===== config.mk =====
export PLATFORM = sky130hd
export DESIGN_NAME = dcim_accumulator
export DESIGN_NICKNAME = d
export VERILOG_FILES = /design/src/rtl/dcim_accumulator.sv
export SDC_FILE = /design/constraint.sdc
export NUM_CORES = 1
export LEC_CHECK = 0
export ABC_AREA = 1
export CORE_MARGIN = 4
export CORE_UTILIZATION = 43
export CTS_CLUSTER_SIZE = 14
export DETAILED_ROUTE_END_ITERATION = 6
export PLACE_DENSITY_LB_ADDON = 0.08
export SYNTH_ARGS = -nofsm -noshare
export SYNTH_HDL_FRONTEND = slang
export SYNTH_SLANG_ARGS = --single-unit

===== constraint.sdc =====
create_clock -name clk -period 2.1 [get_ports clk]
set_input_delay 0.21 -clock clk [delete_from_list [all_inputs] [get_ports clk]]
set_output_delay 0.21 -clock clk [all_outputs]
set_load 0.02 [all_outputs]

===== src/rtl/dcim_accumulator.sv =====
// -----------------------------------------------------------------------------
// dcim_accumulator
//
// Registered shift-and-add accumulator on the DCIM macro output path. It sits
// between the adder tree and the macro output register. Bit-serial partial
// sums arrive MSB-first; each enabled cycle the running sum is doubled and the
// new partial sum is added:
//
//   nout <= 2*nout + a   (unsigned, modulo 2^OUT_WIDTH)
//
// Ports:
//   clk     in   1          rising-edge clock
//   rst     in   1          synchronous active-high reset, clears accumulator
//   a       in   A_WIDTH    unsigned partial sum, zero-extended to OUT_WIDTH
//   acm_en  in   1          accumulate enable; 0 holds the register
//   st      in   1          start/clear; loads 0 regardless of acm_en, a ignored
//   nout    out  OUT_WIDTH  accumulator value, straight from the flop
//
// Priority at each edge: rst > st > acm_en > hold.
// -----------------------------------------------------------------------------
module dcim_accumulator #(
  parameter int A_WIDTH   = 27,
  parameter int OUT_WIDTH = 51
) (
  input  logic                 clk,
  input  logic                 rst,
  input  logic [A_WIDTH-1:0]   a,
  input  logic                 acm_en,
  input  logic                 st,
  output logic [OUT_WIDTH-1:0] nout
);

  localparam int EXT_W = OUT_WIDTH - A_WIDTH;

  logic [OUT_WIDTH-1:0] acc_q;
  logic [OUT_WIDTH-1:0] acc_d;

  // Doubling drops the MSB and the add discards its carry: the result wraps
  // silently modulo 2^OUT_WIDTH, with no saturation and no overflow flag.
  function automatic logic [OUT_WIDTH-1:0] shift_add(
    input logic [OUT_WIDTH-1:0] acc,
    input logic [A_WIDTH-1:0]   part
  );
    logic [OUT_WIDTH-1:0] dbl;
    logic [OUT_WIDTH-1:0] ext;
    dbl = {acc[OUT_WIDTH-2:0], 1'b0};
    ext = {{EXT_W{1'b0}}, part};
    return dbl + ext;
  endfunction

  // Next-state select. `a` only reaches acc_d on the accumulate branch, so an
  // unknown partial sum while holding or clearing cannot corrupt the result.
  always_comb begin
    acc_d = acc_q;
    if (st) begin
      acc_d = '0;
    end else if (acm_en) begin
      acc_d = shift_add(acc_q, a);
    end
  end

  // Stage boundary: accumulator register
  always_ff @(posedge clk) begin
    if (rst) begin
      acc_q <= '0;
    end else begin
      acc_q <= acc_d;
    end
  end

  assign nout = acc_q;

endmodule


## Yosys cells after proc, flatten, opt, wreduce, memory -nomap -nowiden

Index checks and enable logic that the tools add are counted.
Widths: inputs -> output; s select.

| storage, ports and cells | value |
|---|---|
| bits of input ports | 31 |
| word-level logic and storage cells | 3 |
| output and inout port bits | 51 |
| bits in registers | 51 |

| cells by class | value |
|---|---|
| $add $sub $neg | 1 |
| reduce and logical (&&, ||, !) cells | 1 |

Operator list:

| cell | number |
|---|---|
| $add 51x27->51 | 1 |
| $reduce_or 2->1 | 1 |

## Logic depth before layout (Yosys ltp)

| logic depth | value |
|---|---|
| depth after elaboration | 1 |
| depth in mapped cells | 16 |
| gate-level depth less buffers | 16 |

## Worst setup path after synthesis

Ideal clock, no wire load.

| timing path | value |
|---|---|
| kind | register to register |
| from | register acc_q[0], in the netlist nout[0] |
| to | register acc_q[39], in the netlist nout[39] |
| clock period less this slack | 2.138 ns |
| path slack | -0.038 ns |
| buffers on the path | 0 |
| stages on the path, launching flop included | 17 |
| library setup time | 0.109 ns |
| data arrival time | 2.030 ns |
| required time | 1.991 ns |
| path through | dfxtp_1 > ha_1 > inv_1 > fa_1 > nand3b_1 > nand2_2 > nand2_1 > nand2_2 > nand2_1 > nand2_1 > nand2_1 > nand2_2 > nand2_1 > nand2_1 > nand3_1 > nand2_1 > inv_1 |

| between the ends | value |
|---|---|
| word-level cells in the longest chain between the ends | 1 |

RTL lines:

| what | RTL line | text |
|---|---|---|
| start: declaration | 35 | `logic [OUT_WIDTH-1:0] acc_q;` |
| start signal: assignment | 65 | `acc_q <= '0;` |
| start signal: assignment | 67 | `acc_q <= acc_d;` |
| $add 51x27->51 | 48 | `return dbl + ext;` |

Every way passes these cells.
A chain may end at the register's enable or synchronous reset.

## Final worst setup path

| timing path | value |
|---|---|
| from | input port a[1] |
| to | register acc_q[39], in the netlist nout[39] |

| between the ends | value |
|---|---|
| word-level cells in the longest chain between the ends | 1 |

RTL lines:

| what | RTL line | text |
|---|---|---|
| start: declaration | 27 | `input logic [A_WIDTH-1:0] a,` |
| $add 51x27->51 | 48 |  |

Every way passes these cells.

==> metrics <==
pin count of the biggest net entering global routing 61; CTS tree done; WP data required 2.32 ns; max-cap viol count 0; type of the worst setup path in -> reg; slew margin rel. 66.1%; Initial Util 44.6%; Syn. warnings 0; Worst Tran Pin Value 0.509 ns; Peak Freq 496 MHz; CTS HTree Levels 2; Clock Skew 0.0124 ns; port bufs 81; CP Max Fanout 4; Post-DRT Antenna Nets 0; Avg WL per Cell 13.8 um; Hold Fails Final Rpt 0; I/O pin count 82; Clk pin slew, worst setup/hold paths 0.08 ns; wl on met1 8380 um; dominant cell type by area after synthesis nand2_1; fraction of layout cells with a size suffix above 1 18.8%; Core ar. 0.0116 sq mm; die span in x 118 um; final-report setup violation count 0; post-DR vias/cell 4.89; CTS buffer count 5; Critical Path Sink Type flip-flop; status complete, no violations; largest register by flop count nout; metal2 WL 7260 um; remaining global-route overflow 0; DRT Pass-1 Iters 5; register area share after synthesis 19.7%; Post-Syn Instances 932; Largest register FFs 51; share of the synthesized area in the top cell type 21.4%; Max IR drop VDD 340 uV; RSZ-0062 raised after global routing yes; # fillers 1,217; routed wire length 17,000 um; Final Cycle Share 96.1%; Lkg Pwr 3.89 nW; Rows 39; syn nets 990; global-route wire length before repair 27,400 um; CP Launch Type primary input; DRC Markers 0; length of routed met3 wiring 1050 um; largest cells by area after synthesis nand2_1 21%, dfxtp_1 20%, inv_1 14%; CTS root buffer clkbuf_16; Async S/R FF share, synth 0%; Worst EP arrival 2.24 ns; biggest regs nout: 51 flops; Cell variety after synth 37; WHS 0.393 ns; HPWL Detailed 13,400 um; vias in the first global route 5,553; nets@finish 1,149; Tmin final 2.02 ns; number of synthesized flops with an enable pin 0; post-route setup TNS 0 ns; synth cell count leaders 296 x nand2_1, 199 x inv_1, 95 x nor2_1, 66 x nand3_1, 51 x dfxtp_1; Area after DPL 0.00673 sq mm; post-route cell area 0.00722 sq mm; Area Overhead vs Synth 39.2%; via count 6,036; max layer used met4; most common flop cell mapped by yosys dfxtp_1; drt initial violations 403; Clock Path Buffers 2; clk sinks 51; clock latency on the worst-skew pair 0.32 ns; Mean Syn Cell Area 5.56 sq um; GRT Total Usage 24.3%; PwrDens 429 mW/mm^2; die area 0.0139 sq mm; antenna fix cells 0; die height 118 um; post-synthesis register bit count 51; initial antenna violation count 0; Hold/Removal Path Class in -> reg; top-count cell post-synth nand2_1; fin. max-slew vios 0; global placement routability congestion 0.955; Mapped Area 0.00518 sq mm
power breakdown:
group          internal [mW]  total (mW)  switching, mW
registers               1.01        1.06         0.0469
logic                  0.460        1.02          0.561
clock network          0.571        1.02          0.452
critical path, cell delays in order:
cell and delay, ns:
clkdlybuf4s50_1 0.46, ha_2 0.17, inv_1 0.05, fa_2 0.34
nand3b_1 0.17, nand2_2 0.11, nand2_2 0.07, nand2_2 0.08
nand2_2 0.05, nand2_2 0.10, nand2_2 0.07, nand2_4 0.09
nand2_1 0.05, nand2_1 0.05, nand3_1 0.06, nand2_1 0.07
inv_1 0.04
cells in the final DEF (no fill, tap or decap), drive strengths merged, types with 13 or more instances in the layout:
| master | instances |
|---|---|
| xor2 | 18 |
| nand2 | 318 |
| nand3 | 75 |
| inv | 202 |
| ha | 26 |
| nor2 | 115 |
| nor3 | 13 |
| clkdlybuf4s50 | 80 |
| a21oi | 40 |
| dfxtp | 51 |
| o21ai | 33 |
| buf | 87 |
worst paths after layout:
kind | start | end | slack [ns] | cells after the start
worst max register to register | nout[0] | nout[39] | 0.10 | 16
worst min register to register | nout[1] | nout[1] | 0.55 | 2
worst max-delay path | a[1] | nout[39] | 0.08 | 17
worst min-delay path | acm_en | nout[2] | 0.39 | 3
per-layer routing:
metal	global-route usage [%]	vias up
met4	6.89	0
met3	4.28	21
li1	-	3146
met1	33.9	2692
met2	38.4	177
met5	0	-
logic make-up after synthesis:
logic type                 after synthesis  share of synthesized area, %
DFF                                     51                          19.7
xor gates and xnor gates                19                          3.21
AOI/OAI and AO/OA                       80                          8.04
and+or+nand+nor                        539                          46.2
adders and majority gates               27                          6.66
buffers and inverters                  216                          16.2
final cells by class:
cell class | instances | area, sq um | area share [%]
clock buffers | 5 | 125 | 1.73
clock inverters | 3 | 47.5 | 0.659
inverters | 201 | 754 | 10.5
multi-input cells | 665 | 3610 | 50.0
flip-flops and latches | 51 | 1020 | 14.2
well taps | 143 | 179 | 2.48
repair buffers | 167 | 1480 | 20.5
repair_timing:
action,in CTS,in global routing
setup buffers,0,3
endpoints found under the setup margin,0,29
gates resized for setup,0,58
hold buffers,0,0
hold endpoints to repair,0,0
metrics by stage:
stage	worst slack [ns]	util (%)	std cells	power, mW
3_5_place_dp	-0.312	58.0	1224	2.02
3_3_place_gp	-0.286	58.0	1224	2.02
6_report	0.0824	62.1	1235	3.10
4_1_cts	0.0304	59.4	1232	3.05
2_1_floorplan	0.0528	-	932	1.60
5_1_grt	-0.0439	62.1	1235	3.25
Power figures use the tool's default switching activity.
